<file path="config.mk">
export PLATFORM = sky130hd
export DESIGN_NAME = uart_rx_sampler
export DESIGN_NICKNAME = d
export VERILOG_FILES = /design/src/rtl/uart_defs.sv /design/src/rtl/uart_baud_gen.sv /design/src/rtl/uart_rx_sampler.sv
export SDC_FILE = /design/constraint.sdc
export NUM_CORES = 1
export LEC_CHECK = 0
export ABC_AREA = 1
export BUFFER_PORTS_ARGS = -buffer_cell sky130_fd_sc_hd__buf_2
export CAP_MARGIN = 20
export CORE_MARGIN = 1.5
export CORE_UTILIZATION = 55
export DETAILED_ROUTE_END_ITERATION = 16
export PLACE_DENSITY = 0.82
export SLEW_MARGIN = 5
export SYNTH_ARGS = -nofsm -noshare
export SYNTH_HDL_FRONTEND = slang
export SYNTH_SLANG_ARGS = --single-unit
</file>
<file path="constraint.sdc">
create_clock -name clk -period 2.35 [get_ports clk]
set_clock_uncertainty 0.2 [all_clocks]
set_input_delay 0.235 -clock clk [delete_from_list [all_inputs] [get_ports clk]]
set_output_delay 0.235 -clock clk [all_outputs]
set_load 0.005 [all_outputs]
</file>
<file path="src/rtl/uart_defs.sv">
// Shared UART receive-path definitions: oversampling ratio, frame layout and sampler states.
package uart_defs;

    localparam int unsigned UART_OSR      = 16;
    localparam int unsigned UART_STOP_IDX = 10;

    typedef enum logic [1:0] {
        SMP_IDLE  = 2'd0,
        SMP_START = 2'd1,
        SMP_BITS  = 2'd2
    } SamplerState_t;

    // Two-of-three majority of the mid-bit samples
    function automatic logic maj3(input logic [2:0] s);
        return (s[0] & s[1]) | (s[0] & s[2]) | (s[1] & s[2]);
    endfunction

endpackage

</file>
<file path="src/rtl/uart_baud_gen.sv">
// Oversample prescaler: one registered tick every max(div_i,1) clk; restart re-phases it to a start edge.
module uart_baud_gen #(
    parameter int unsigned DIV_W = 16
) (
    input  logic             clk,
    input  logic             rst_n,
    input  logic             enable_i,
    input  logic             restart_i,
    input  logic [DIV_W-1:0] div_i,
    output logic             os_tick_o
);

    logic [DIV_W-1:0] cnt_q;
    logic [DIV_W-1:0] last_c;

    // A divisor of 0 behaves like 1 (tick every cycle)
    assign last_c = (div_i == '0) ? '0 : div_i - DIV_W'(1);

    always_ff @(posedge clk or negedge rst_n) begin
        if (!rst_n) begin
            cnt_q     <= '0;
            os_tick_o <= 1'b0;
        end else if (!enable_i || restart_i) begin
            cnt_q     <= '0;
            os_tick_o <= 1'b0;
        end else if (cnt_q >= last_c) begin
            cnt_q     <= '0;
            os_tick_o <= 1'b1;
        end else begin
            cnt_q     <= cnt_q + DIV_W'(1);
            os_tick_o <= 1'b0;
        end
    end

endmodule

</file>
<file path="src/rtl/uart_rx_sampler.sv">
// UART receive front end: synchronise rx, oversample, qualify start, majority-vote each bit
// and hand uart_rx one clean bit plus one tck rising edge per bit period.
module uart_rx_sampler
    import uart_defs::*;
#(
    parameter int unsigned OSR   = UART_OSR,
    parameter int unsigned DIV_W = 16
) (
    input  logic             clk,
    input  logic             rst_n,
    input  logic             rx_i,
    input  logic             enable_i,
    input  logic [DIV_W-1:0] baud_div_i,
    output logic             rx_o,
    output logic             tck_o,
    output logic             busy_o,
    output logic             false_start_o,
    output logic             noise_o,
    output logic             break_o
);

    localparam int unsigned OS_W  = $clog2(OSR);
    localparam int unsigned BIT_W = 4;
    localparam logic [OS_W-1:0]  OS_S7    = OS_W'(OSR / 2 - 1);
    localparam logic [OS_W-1:0]  OS_S8    = OS_W'(OSR / 2);
    localparam logic [OS_W-1:0]  OS_S9    = OS_W'(OSR / 2 + 1);
    localparam logic [OS_W-1:0]  OS_LAST  = OS_W'(OSR - 1);
    localparam logic [BIT_W-1:0] BIT_STOP = BIT_W'(UART_STOP_IDX);

    SamplerState_t state_q, state_d;

    logic rx_meta, rx_s;
    logic os_tick;

    logic [OS_W-1:0]  os_cnt_q, os_cnt_d;
    logic [BIT_W-1:0] bit_cnt_q, bit_cnt_d;
    logic             s7_q, s7_d, s8_q, s8_d;
    logic             all_zero_q, all_zero_d;
    logic             tck_arm_q, tck_arm_d;
    logic             rx_d, tck_d, fs_d, noise_d, break_d;

    logic [2:0] votes_c;
    logic       vote_c, disagree_c, start_det_c, commit_c;

    // Two-flop synchroniser, idle-high through reset
    always_ff @(posedge clk or negedge rst_n) begin
        if (!rst_n) begin
            rx_meta <= 1'b1;
            rx_s    <= 1'b1;
        end else begin
            rx_meta <= rx_i;
            rx_s    <= rx_meta;
        end
    end

    uart_baud_gen #(.DIV_W(DIV_W)) u_baud_gen (
        .clk       (clk),
        .rst_n     (rst_n),
        .enable_i  (enable_i),
        .restart_i (start_det_c),
        .div_i     (baud_div_i),
        .os_tick_o (os_tick)
    );

    assign votes_c    = {s7_q, s8_q, rx_s};
    assign vote_c     = maj3(votes_c);
    assign disagree_c = (|votes_c) && !(&votes_c);
    // Hold off detection for the cycle a stop-bit tck edge is still being launched
    assign start_det_c = enable_i && os_tick && !rx_s && !tck_arm_q && (state_q == SMP_IDLE);
    assign commit_c    = os_tick && (os_cnt_q == OS_S9) && (state_q != SMP_IDLE);

    always_ff @(posedge clk or negedge rst_n) begin
        if (!rst_n) state_q <= SMP_IDLE;
        else        state_q <= state_d;
    end

    always_comb begin
        state_d = state_q;
        if (!enable_i) begin
            state_d = SMP_IDLE;
        end else begin
            case (state_q)
                SMP_IDLE:  if (start_det_c) state_d = SMP_START;
                SMP_START: if (commit_c)    state_d = vote_c ? SMP_IDLE : SMP_BITS;
                SMP_BITS:  if (commit_c && (bit_cnt_q == BIT_STOP)) state_d = SMP_IDLE;
                default:   state_d = SMP_IDLE;
            endcase
        end
    end

    always_comb begin
        os_cnt_d   = os_cnt_q;
        bit_cnt_d  = bit_cnt_q;
        s7_d       = s7_q;
        s8_d       = s8_q;
        all_zero_d = all_zero_q;
        tck_arm_d  = 1'b0;
        rx_d       = rx_o;
        tck_d      = tck_o;
        fs_d       = 1'b0;
        noise_d    = 1'b0;
        break_d    = 1'b0;

        if (!enable_i) begin
            os_cnt_d   = '0;
            bit_cnt_d  = '0;
            all_zero_d = 1'b0;
            rx_d       = 1'b1;
            tck_d      = 1'b0;
        end else begin
            // tck rises one clk after the commit that moved rx_o
            if (tck_arm_q) tck_d = 1'b1;
            if (os_tick) begin
                os_cnt_d = os_cnt_q + OS_W'(1);
                if (os_cnt_q == OS_LAST) begin
                    tck_d = 1'b0;
                    if (state_q == SMP_IDLE) rx_d = 1'b1;
                end
                if (os_cnt_q == OS_S7) s7_d = rx_s;
                if (os_cnt_q == OS_S8) s8_d = rx_s;

                case (state_q)
                    SMP_IDLE: begin
                        if (start_det_c) begin
                            os_cnt_d  = '0;
                            bit_cnt_d = '0;
                            rx_d      = 1'b1;
                            tck_d     = 1'b0;
                        end
                    end
                    SMP_START: begin
                        if (commit_c) begin
                            noise_d = disagree_c;
                            if (vote_c) begin
                                fs_d = 1'b1;
                            end else begin
                                rx_d       = 1'b0;
                                tck_arm_d  = 1'b1;
                                bit_cnt_d  = BIT_W'(1);
                                all_zero_d = 1'b1;
                            end
                        end
                    end
                    SMP_BITS: begin
                        if (commit_c) begin
                            noise_d    = disagree_c;
                            rx_d       = vote_c;
                            tck_arm_d  = 1'b1;
                            all_zero_d = all_zero_q & ~vote_c;
                            if (bit_cnt_q == BIT_STOP) break_d = all_zero_q & ~vote_c;
                            else                        bit_cnt_d = bit_cnt_q + BIT_W'(1);
                        end
                    end
                    default: ;
                endcase
            end
        end
    end

    always_ff @(posedge clk or negedge rst_n) begin
        if (!rst_n) begin
            os_cnt_q      <= '0;
            bit_cnt_q     <= '0;
            s7_q          <= 1'b1;
            s8_q          <= 1'b1;
            all_zero_q    <= 1'b0;
            tck_arm_q     <= 1'b0;
            rx_o          <= 1'b1;
            tck_o         <= 1'b0;
            busy_o        <= 1'b0;
            false_start_o <= 1'b0;
            noise_o       <= 1'b0;
            break_o       <= 1'b0;
        end else begin
            os_cnt_q      <= os_cnt_d;
            bit_cnt_q     <= bit_cnt_d;
            s7_q          <= s7_d;
            s8_q          <= s8_d;
            all_zero_q    <= all_zero_d;
            tck_arm_q     <= tck_arm_d;
            rx_o          <= rx_d;
            tck_o         <= tck_d;
            busy_o        <= (state_d != SMP_IDLE);
            false_start_o <= fs_d;
            noise_o       <= noise_d;
            break_o       <= break_d;
        end
    end

endmodule

</file>
# Word-level counts from Yosys, hierarchy flattened
# Cells that the tools add are included.
# word_totals
input_bits	20
output_inout_bits	6
ff_bits	39
elab_cells	132
# op_classes
bitwise	7
n_eq_ne	15
mux	64
n_addsub	4
n_reduce_logical	24
order_cmp	1
# ops
cell	n
2-to-1 mux 16 bit	3
2-to-1 mux 4 bit	11
2-to-1 mux 1 bit	40
adder 16 x 1 -> 16 bit, second input constant	1
== test 4 bit, second input constant	4
>= comparator 16 bit	1
zero test 16 bit	1
subtractor 16 x 1 -> 16 bit, second input constant	1
inequality test 3 bit, second input constant	4
one-hot mux 4 bit (3 select lines)	1
2-to-1 mux 2 bit	5
AND reduction 3 bit	3
adder 4 x 1 -> 4 bit, second input constant	2
logical AND 1 bit	8
AND reduction 7 bit	1
one-hot mux 2 bit (3 select lines)	1
AND reduction 5 bit	1
AND 1 bit	4
== test 4 x 3 -> 1 bit, second input constant	1
zero test 1 bit	4
inequality test 4 x 1 -> 1 bit, second input constant	1
one-hot mux 1 bit (2 select lines)	2
nonzero test 2 bit	2
inequality test 3 x 1 -> 1 bit, second input constant	1
11 further kinds	12

# Logic depth before layout (Yosys ltp)
# Gate-level depths: netlist (run 1).
# depth
depth_word	10
depth_mapped	19
depth_no_buf	18

# Modules after synthesis
# From an unflattened synthesis (run 1), not the netlist that was laid out.
# hier_totals
hier_cells	410
hier_area_um2	3041.7
# modules_own_cells
module	n_inst	seq_area_each_um2	cells_per_inst	area_per_inst_um2
uart_baud_gen	1	425.4	246	1691.6
uart_rx_sampler	1	556.8	164	1350.0

# Least setup slack after synthesis (run 1)
# Ideal clock, no wire load.
# synth_path
path_type	input to register
start	in baud_div_i[9]
end	reg u_baud_gen.cnt_q[6]
t_required_ns	2.029
path_slack_ns	0.032
arrival_time_ns	1.996
setup_time_ns	0.121
path_buffers	1
cell_stages	15
cell_sequence	inv_1 > nand2_1 > nor2_4 > nand2_1 > nor2_1 > nand2_1 > xnor2_1 > nand2_1 > ha_1 > nand4_1 > nor3_1 > nand3_1 > nand3_2 > buf_4 > nor2_1
# synth_via
elab_chain_len	5
word_cells_on_any_way	6
classes_between	1 x add/sub; 1 x order compare; 3 x mux; 1 x reduce/logical
# synth_rtl
element	line_no	source
from (decl)	uart_rx_sampler.sv:13	input logic [DIV_W-1:0] baud_div_i,
subtractor 16 x 1 -> 16 bit / zero test 16 bit (equally long branches)	uart_baud_gen.sv:17	assign last_c = (div_i == '0) ? '0 : div_i - DIV_W'(1);
2-to-1 mux 16 bit *	uart_baud_gen.sv:17	
>= comparator 16 bit *	uart_baud_gen.sv:26	end else if (cnt_q >= last_c) begin
2-to-1 mux 16 bit *	uart_baud_gen.sv:26	
2-to-1 mux 16 bit *	uart_baud_gen.sv:23	end else if (!enable_i || restart_i) begin
to (signal assigned)	uart_baud_gen.sv:30	cnt_q <= cnt_q + DIV_W'(1);
to (decl)	uart_baud_gen.sv:13	logic [DIV_W-1:0] cnt_q;
# Every way passes the cells marked *; elsewhere a longest branch is shown, timed or not.
# A chain may end at the register's enable or synchronous reset.

# Worst setup path after layout (run 1)
# layout_path
start	in baud_div_i[6]
end	reg u_baud_gen.os_tick_o
# layout_via
elab_chain_len	5
word_cells_on_any_way	6
classes_between	1 x add/sub; 1 x order compare; 3 x mux; 1 x reduce/logical
# layout_rtl
element	line_no	source
subtractor 16 x 1 -> 16 bit / zero test 16 bit (equally long branches)	uart_baud_gen.sv:17	
2-to-1 mux 16 bit *	uart_baud_gen.sv:17	
>= comparator 16 bit *	uart_baud_gen.sv:26	
2-to-1 mux 1 bit *	uart_baud_gen.sv:26	
2-to-1 mux 1 bit *	uart_baud_gen.sv:23	
to (signal assigned)	uart_baud_gen.sv:22	os_tick_o <= 1'b0;
to (signal assigned)	uart_baud_gen.sv:25	os_tick_o <= 1'b0;
to (signal assigned)	uart_baud_gen.sv:28	os_tick_o <= 1'b1;
to (decl)	uart_baud_gen.sv:10	output logic os_tick_o
# Marked as above.

==> flow_summary.ini, run 1 <==
[critical_path]
path_cells = buf_6 -> inv_2 -> nand2_4 -> nor2_4 -> buf_6 -> nand2_4 -> buf_4 -> buf_4 -> nor2_1 -> o21ai_0 -> ha_1 -> nand2_1 -> o21ai_0 -> a21oi_2 -> nand3_2 -> buf_12 -> nand2_1 -> inv_1
worst-path-max-fanout = 9
worstSetupPathDepth = 18
crit_buf_inv = 7
crit_family = buffers and inverters
slowest_delay_ns = 0.30
worst_setup_path_start_kind = input pin
rr_worst_depth = 10
critPathRequiredTime_ns = 2.34
cp_slowest_cell = ha_1
end_kind = register
worst-setup-path-type = input pin to register
arrival_ns = 2.50

[placed_design]
place_inst = 567
gp_congestion = 0.922
post-place-ws_ns = -0.313
place_hpwl_mm = 5.69
io_buffers = 25

[global_routing]
track_usage_pct = 25.9
grt-ovfl-total = 0
grt_pass1_wl_mm = 13.0
grt_pass1_vias = 3021
antenna_found_initial = 0
grt_max_degree = 40

[sta]
setup_viol = 17
fin_crit_ns = 2.50
worst_pin_slew_ns = 0.893
slew_violations = 0
rsz0062_at_grt = yes
finalHoldViolCount = 0
max-slew-margin-rel_pct = 40.5
finalCritPeriodShare_pct = 107
final.setup.worst_slack_ns = -0.153
fmax_mhz = 399
hold_slack_ns = 0.140

[yosys]
synth_fp_nets = 481
async_flop_share_pct = 100
syn_area_um2 = 3150
synthCells = 433
synth_edf_count = 0
synth_ff_type = dfrtp_1
synth_warnings = 0
syn_avg_cell_area_um2 = 7.28
yosys.cell_types.count = 41
synth-seq-area-share_pct = 31.2
yosys_register_bits = 39

[final_layout]
final_nets = 561
finish.utilization_pct = 76.2
antenna_cells = 0
layout-drive-gt1-share_pct = 33.9
instances_no_fill = 586
synthToLayoutAreaGrowth_pct = 33.1

[floorplan]
coreArea_um2 = 5510
rows = 27
io_pins = 26
initial_core_util_pct = 57.2
dieWidth_um = 78.7
fp.dieArea_um2 = 6190
die_y_um = 78.7

[detailed_routing]
vias = 3493
antenna_left = 0
via_per_inst = 5.96
drt_wl_total_mm = 9.43
drt_iter0_drc = 336
wl_per_cell_um = 16.1
route.detailed.drc = 0
dr.pass1.iters = 6

[run_status]
violations = setup timing
status = complete, but fails checks

[clock_network]
cts_tree = done
cts_inserted_buffers = 5
cts.clk_slew.worst_paths_ns = 0.08
cts.sinks = 39
clockBufferDepth = 2
clockRootBuffer = clkbuf_8
insertion_delay_ns = 0.29
htree_levels = 2

[min_path]
holdPathStages = 3
hold_path.class = input pin to register

[pwr]
power_density_nw_per_um2 = 390
power_leakage_nw = 2.06
vdd_drop_max_uv = 442

[job]
drv_cap = 0
## power breakdown
part	total, mW	switching [mW]	internal [mW]	leakage [nW]
clock network	0.679	0.255	0.424	0.0644
registers	0.687	0.00641	0.680	0.523
logic	0.270	0.152	0.118	1.47
total	1.63	0.413	1.22	2.06
## cell usage after synthesis (2+ instances only)
| master | n | area share, % |
|---|---|---|
| or2_2 | 4 | 0.79 |
| nand3_2 | 4 | 1.3 |
| inv_2 | 9 | 1.1 |
| xor2_1 | 5 | 1.4 |
| nor3_1 | 8 | 1.3 |
| a21oi_1 | 19 | 3.0 |
| dfrtp_1 | 34 | 27 |
| nor2_4 | 6 | 2.1 |
| nand2_1 | 90 | 11 |
| dfstp_2 | 5 | 4.2 |
| nand3_1 | 49 | 7.8 |
| nor2_2 | 8 | 1.6 |
| o21ai_0 | 15 | 2.4 |
| buf_2 | 3 | 0.48 |
| and3_1 | 2 | 0.40 |
| o21a_1 | 2 | 0.48 |
| nand4_1 | 12 | 2.4 |
| inv_1 | 46 | 5.5 |
| o21bai_1 | 3 | 0.71 |
| o21ai_1 | 6 | 0.95 |
| ha_1 | 28 | 11 |
| nor2_1 | 50 | 6.0 |
| nand2_4 | 2 | 0.71 |
| a31o_2 | 2 | 0.56 |
| nand2_2 | 5 | 0.99 |
## final timing paths
kind | endpoint | startpoint | slack, ns
max in group asynchronous | bit_cnt_q[2] | rst_n | 0.99
worst min-delay path | break_o | enable_i | 0.14
worst max register to register | bit_cnt_q[1] | state_q[0] | 0.25
min in group asynchronous | u_baud_gen.cnt_q[13] | rst_n | 0.40
worst max-delay path | u_baud_gen.os_tick_o | baud_div_i[6] | -0.15
worst min register to register | rx_s | rx_meta | 0.16
## kinds of logic (layout without fill, tap and decap cells)
logic type / after synthesis / after routing / synth area share [%]
compound gates: 53 / 53 / 9.77
xor+xnor: 6 / 6 / 1.67
fa+ha+maj: 28 / 28 / 11.1
buf+inv: 62 / 142 / 8.02
flops: 39 / 39 / 31.2
simple gates: 245 / 246 / 38.2
## what timing repair did
item,4_1_cts,5_1_grt
cloned,0,2
endpoints found under the setup margin,16,17
resized for setup,1,67
setup buffers,0,7
hold buffers,2,0
pin swaps,0,17
endpoints found under the hold margin,35,0
## stage by stage
step                power (mW)  area [um^2]  TNS [ns]
floorplan                0.802         3150         0
global placement         0.903         3660     -5.87
detailed placement       0.909         3660     -5.17
CTS                       1.58         3820         0
global route              1.69         4190     -3.30
finish                    1.63         4190     -2.18
## worst register-to-register path, cell delays in order (launching register included)
cell and delay, ns:
dfrtp_1 0.45, inv_1 0.09, ha_1 0.32, inv_2 0.16
nand3_2 0.10, nor2_4 0.17, nor3_4 0.05, nor2_2 0.25
nand2_4 0.10, nand2_1 0.06, nand2_1 0.05
## registers in the layout (all words and copies together), names as in the netlist
name,count
u_baud_gen.os_tick_o,1
rx_meta,1
busy_o,1
s8_q,1
s7_q,1
tck_o,1
rx_o,1
os_cnt_q,4
u_baud_gen.cnt_q,16
state_q,2
tck_arm_q,1
all_zero_q,1
break_o,1
false_start_o,1
rx_s,1
bit_cnt_q,4
noise_o,1
## area by class of cell
class / instances / area (um^2)
timing repair buffer: 77 / 597
fill: 335 / 1310
multi-input combinational: 333 / 2160
inverter: 57 / 229
sequential: 39 / 982
clock inverter: 3 / 67.6
tap: 72 / 90.1
clock buffer: 5 / 68.8
## placed cells by master, fill, tap and decap left out, types with 2 or more instances in the layout
| cell type | count |
|---|---|
| nor3_1 | 7 |
| buf_2 | 20 |
| nor2_1 | 35 |
| bufinv_16 | 2 |
| inv_2 | 8 |
| dfstp_2 | 5 |
| o21a_1 | 2 |
| nand3_4 | 3 |
| dlygate4sd3_1 | 2 |
| ha_4 | 4 |
| o21bai_1 | 3 |
| buf_6 | 9 |
| buf_4 | 44 |
| nand2_2 | 8 |
| o21ai_1 | 6 |
| nand2_1 | 83 |
| nand2_4 | 6 |
| dfrtp_1 | 34 |
| ha_1 | 23 |
| nor3_2 | 2 |
| a21oi_1 | 18 |
| nor2_4 | 13 |
| nand4_1 | 12 |
| nand3_2 | 7 |
| nor2_2 | 16 |
| clkbuf_8 | 5 |
| or2_2 | 4 |
| inv_4 | 4 |
| nand3_1 | 45 |
| o21ai_0 | 15 |
| xor2_1 | 5 |
| a31o_2 | 2 |
| inv_1 | 43 |
## layer usage
| layer | vias to the layer above | GRT usage [%] | share of wire [%] |
|---|---|---|---|
| met3 | 56 | 4.42 | 7.6 |
| met5 | - | 0 | 0 |
| met2 | 196 | 44.1 | 50 |
| li1 | 1597 | - | - |
| met1 | 1644 | 33.5 | 39 |
| met4 | 0 | 8.04 | 3.7 |
(Power assumes the default switching activity.)
==> run 2, diff against run 1 <==
CELL_PAD_IN_SITES_DETAIL_PLACEMENT = 1   (was unset)
CELL_PAD_IN_SITES_GLOBAL_PLACEMENT = 2   (was unset)
CORE_UTILIZATION = 35   (was 55)
PLACE_DENSITY = 0.89   (was 0.82)
==> flow_summary.ini, run 2 (synthesis gave the netlist of run 1 again) <==
[placed_design]
gp_congestion = 0.877
place_hpwl_mm = 7.17
place_inst = 605
post-place-ws_ns = -0.360
placed_area_um2 = 3720
io_buffers = 25

[detailed_routing]
vias = 3214
drt_iter0_drc = 71
via_per_inst = 5.17
wl_per_cell_um = 15.7
dr.pass1.iters = 4
antenna_left = 0
route.detailed.drc = 0
drt_wl_total_mm = 9.79

[critical_path]
worst_setup_path_start_kind = input pin
path_cells = buf_2 -> nor2_1 -> buf_4 -> and3_1 -> nand2_2 -> nand2_1 -> nand3_1 -> ha_1 -> nand4_1 -> nor3_2 -> nand3_1 -> nand3_4 -> clkbuf_16 -> nor2_2
r2r_end = bit_cnt_q[3]
arrival_ns = 2.31
end_kind = register
rr_worst_depth = 10
r2r_start = state_q[0]
critPathRequiredTime_ns = 2.34
worst-path-max-fanout = 8
r2r_setup_slack_ns = 0.26
slowest_delay_ns = 0.31
cp_slowest_cell = ha_1
worst-setup-path-type = input pin to register
crit_top_cell = nand3_1

[sta]
worst_pin_slew_ns = 0.957
final.setup.worst_slack_ns = 0.0300
finalCritPeriodShare_pct = 98.7
slew_violations = 0
rsz0062_at_grt = yes
setup_viol = 0
fmax_mhz = 431
fin_crit_ns = 2.32
finalHoldViolCount = 0
max-slew-margin-rel_pct = 36.2

[clock_network]
insertion_delay_ns = 0.30
cts.clk_slew.worst_paths_ns = 0.08
cts_tree = done
clockRootBuffer = clkbuf_8
cts.sinks = 39
cts_inserted_buffers = 5
htree_levels = 2
clockBufferDepth = 2

[final_layout]
final_nets = 561
layout-drive-gt1-share_pct = 32.9
instances_no_fill = 622
final_common_cell = nand2_1
reg.largest.list = u_baud_gen.cnt_q: 16 flops, bit_cnt_q: 4 flops, os_cnt_q: 4 flops
synthToLayoutAreaGrowth_pct = 31.5
mostFrequentLayoutCells = 83 x nand2_1, 46 x nand3_1, 44 x buf_4
nFillCells = 1074
top_register = u_baud_gen.cnt_q
largest_register_ffs = 16
finalInstanceArea_um2 = 4140
antenna_cells = 0

[floorplan]
initial_core_util_pct = 36.1
io_pins = 26
rows = 34
die_y_um = 97.9
dieWidth_um = 97.9
fp.dieArea_um2 = 9580
coreArea_um2 = 8720

[global_routing]
grt_max_degree = 40
antenna_found_initial = 0
grt_pass1_wl_mm = 15.5
grt_pass1_vias = 3314
grt-ovfl-total = 0
track_usage_pct = 19.6

[min_path]
holdPathStages = 3
min_delay_worst_endpoint = all_zero_q
hold_path.class = input pin to register
hp-start = enable_i

[pwr]
power_density_nw_per_um2 = 338
vdd_drop_max_uv = 225
power_leakage_nw = 2.03

[run_status]
status = finished clean

[job]
drv_cap = 0
==> run 2: changes by cell type in the layout (fill, tap and decap cells not counted), moves of 2 or more <==
cell / change
o21ai_0: -2
clkbuf_1: +2
nand3_2: -3
bufinv_16: -2
nor2_4: -2
o21ai_1: +2
==> run 2: power by group <==
group / internal, mW / leakage [nW] / switching, mW
sequential: 0.680 / 0.523 / 0.00657
clock: 0.209 / 0.0422 / 0.248
combinational: 0.113 / 1.46 / 0.144
==> run 2: worst max path at each step <==
stage                        start                   end  slack, ns  depth (start not counted)
CTS                  baud_div_i[0]  u_baud_gen.os_tick_o      0.004                         16
floorplan            baud_div_i[9]   u_baud_gen.cnt_q[6]       0.03                         15
detailed placement   baud_div_i[1]   u_baud_gen.cnt_q[9]      -0.36                         14
global placement     baud_div_i[0]  u_baud_gen.os_tick_o      -0.25                         16
global route         baud_div_i[5]   u_baud_gen.cnt_q[0]      -0.14                         16
finish              baud_div_i[11]   u_baud_gen.cnt_q[5]       0.03                         14
==> run 2: timing repair <==
action,4_1_cts,5_1_grt
buffers inserted,0,5
pin swaps,0,23
endpoints found under the setup margin,17,17
cloned,0,2
hold buffers,2,0
endpoints found under the hold margin,35,0
gates resized for setup,1,65
==> run 2: critical path: cells and delay by family <==
family | cells | cell delay, ns
buf+inv | 3 | 0.46
fa+ha+maj | 1 | 0.31
simple gates | 10 | 1.32
==> run 2: final cells by class <==
type                       count  area [um^2]  share of cell area [%]
clock buffer                   7         76.3                    1.84
clock inverter                 1         5.00                   0.121
inverter                      57          229                    5.53
multi-input combinational    332         2110                    50.8
sequential                    39          982                    23.7
tap                          108          135                    3.26
timing repair buffer          78          608                    14.7
==> run 2: metrics by stage <==
| step | hold slack, ns | utilization (%) | TNS, ns | power [mW] |
|---|---|---|---|---|
| after floorplan | -0.261 | - | 0 | 0.802 |
| after global placement | 0.142 | 42.7 | -3.84 | 0.904 |
| after detailed placement | 0.151 | 42.7 | -5.99 | 0.915 |
| after CTS | 0.145 | 43.8 | 0 | 1.39 |
| after global routing | 0.161 | 47.5 | -2.18 | 1.47 |
| final | 0.150 | 47.5 | 0 | 1.40 |
==> run 2: metal layers <==
metal | wire [um] | up-vias | track usage [%]
met4 | 115 | 0 | 2.31
met3 | 195 | 14 | 3.22
met5 | 0 | - | 0
met1 | 4360 | 1577 | 24.9
met2 | 5120 | 31 | 35.8
li1 | - | 1592 | -
==> run 3, diff against run 2 <==
CORE_UTILIZATION = 38   (was 35)
PLACE_DENSITY = 0.94   (was 0.89)
clock period = 2.9 ns   (was 2.35 ns; I/O delays follow)
==> flow_summary.ini, run 3 (synthesis gave the netlist of run 1 again) <==
[clock_network]
cts.sinks = 39
cts_tree = done
insertion_delay_ns = 0.30
cts.clk_slew.worst_paths_ns = 0.08
clockBufferDepth = 2
postCtsSetupBuffers = 0
clockRootBuffer = clkbuf_8
cts_inserted_buffers = 5
htree_levels = 2

[critical_path]
worst_setup_path_start_kind = input pin
slowest_delay_ns = 0.30
path_cells = buf_2 -> inv_2 -> nand2_2 -> nor2_4 -> buf_4 -> nand2_1 -> nor2_1 -> nand2_1 -> xnor2_1 -> nand2_1 -> ha_1 -> nand4_1 -> nor3_1 -> nand3_1 -> nand3_2 -> buf_12 -> nand2_1 -> inv_1
end_kind = register
arrival_ns = 2.69
worst-setup-path-type = input pin to register
cp_slowest_cell = ha_1
worst-path-max-fanout = 17
crit_top_cell = nand2_1
crit_buf_inv = 5
crit_family = simple AND/OR/NAND/NOR gates
critPathRequiredTime_ns = 2.94

[min_path]
hold_path.class = register to register

[pwr]
power_density_nw_per_um2 = 329
p_sw_mw = 0.293
power_mw = 1.17
power_leakage_nw = 1.78
p_comb_share_pct = 11.9
p_sw_share_pct = 25.0
internal-power_mw = 0.879
vdd_drop_max_uv = 156
power_frac_seq_pct = 47.5
p_clk_share_pct = 40.6

[sta]
finalCritPeriodShare_pct = 91.4
finalHoldViolCount = 0
worst_pin_slew_ns = 0.915
final.setup.worst_slack_ns = 0.249
max-slew-margin-rel_pct = 39.0
fin_tns_setup_ns = 0
rsz0062_at_grt = no
fin_crit_ns = 2.65
setup_viol = 0
fmax_mhz = 377
slew_violations = 0

[global_routing]
use_met2_pct = 32.3
grt_pass1_vias = 2899
use_met1_pct = 28.5
grt_most_used_layer = met2
track_usage_pct = 20.2
antenna_found_initial = 0
met3_usage_pct = 3.16
grt_pass1_wl_mm = 14.0
grt_max_degree = 40
grt-ovfl-total = 0

[detailed_routing]
antenna_left = 0
via_per_inst = 5.21
wl_per_cell_um = 14.6
drt_iter0_drc = 121
dr.pass1.iters = 4
vias = 2985
drt_wl_total_mm = 8.36
route.detailed.drc = 0

[floorplan]
coreArea_um2 = 8130
die_y_um = 94.1
initial_core_util_pct = 38.7
io_pins = 26
rows = 33
fp.dieArea_um2 = 8850
dieWidth_um = 94.1

[final_layout]
instances_no_fill = 573
layout-drive-gt1-share_pct = 19.0
final_common_cell = nand2_1
top_register = u_baud_gen.cnt_q
reg.largest.list = u_baud_gen.cnt_q: 16 flops, bit_cnt_q: 4 flops, os_cnt_q: 4 flops
finish.utilization_pct = 43.8
antenna_cells = 0
synthToLayoutAreaGrowth_pct = 13.0
mostFrequentLayoutCells = 90 x nand2_1, 50 x nor2_1, 49 x nand3_1
largest_register_ffs = 16
final_nets = 515

[placed_design]
gp_congestion = 0.920
place_hpwl_mm = 6.74
post-place-ws_ns = -0.0689
io_buffers = 25
place_inst = 563

[run_status]
status = finished clean

[job]
drv_cap = 0
-- run 3: path summary, 6_finish.rpt --
kind | start | end | slack, ns | depth (start not counted)
min reg2reg | rx_meta | rx_s | 0.16 | 0
min in group asynchronous | rst_n | noise_o | 0.46 | 2
max | baud_div_i[6] | u_baud_gen.os_tick_o | 0.25 | 18
min | rx_meta | rx_s | 0.16 | 0
max in group asynchronous | rst_n | all_zero_q | 1.47 | 2
max reg2reg | state_q[0] | u_baud_gen.cnt_q[7] | 0.75 | 9
-- run 3: power by group through the flow --
| stage | Combinational, mW | Clock [mW] | Sequential [mW] |
|---|---|---|---|
| after floorplan | 0.0840 | 0 | 0.566 |
| after global placement | 0.136 | 0 | 0.567 |
| after detailed placement | 0.140 | 0 | 0.567 |
| after CTS | 0.143 | 0.496 | 0.557 |
| after global routing | 0.158 | 0.516 | 0.557 |
| final | 0.140 | 0.477 | 0.556 |
-- run 3: routing by layer --
layer  part of all wire [%]  routed length (um)
met5                      0                   0
met4                   0.86                  72
met3                    2.1                 176
met2                     46                3880
met1                     51                4230
-- run 3: per-stage QoR --
step                cell area, um^2  hold slack (ns)
CTS                            3560            0.161
floorplan                      3150           -0.206
global placement               3420            0.145
finish                         3560            0.160
global route                   3560            0.168
detailed placement             3420            0.150
-- run 3: area by class of cell --
class | instances | area [um^2]
fillers | 1057 | 4570
multi-input cells | 332 | 1920
flip-flops and latches | 39 | 982
inverters | 57 | 219
repair buffers | 32 | 195
well taps | 105 | 131
clock buffers | 6 | 82.6
clock inverters | 2 | 35.0
-- run 3: repair_timing --
| action | in CTS | in global routing |
|---|---|---|
| endpoints found under the hold margin | 35 | 0 |
| resized for setup | 0 | 0 |
| hold buffers | 2 | 0 |
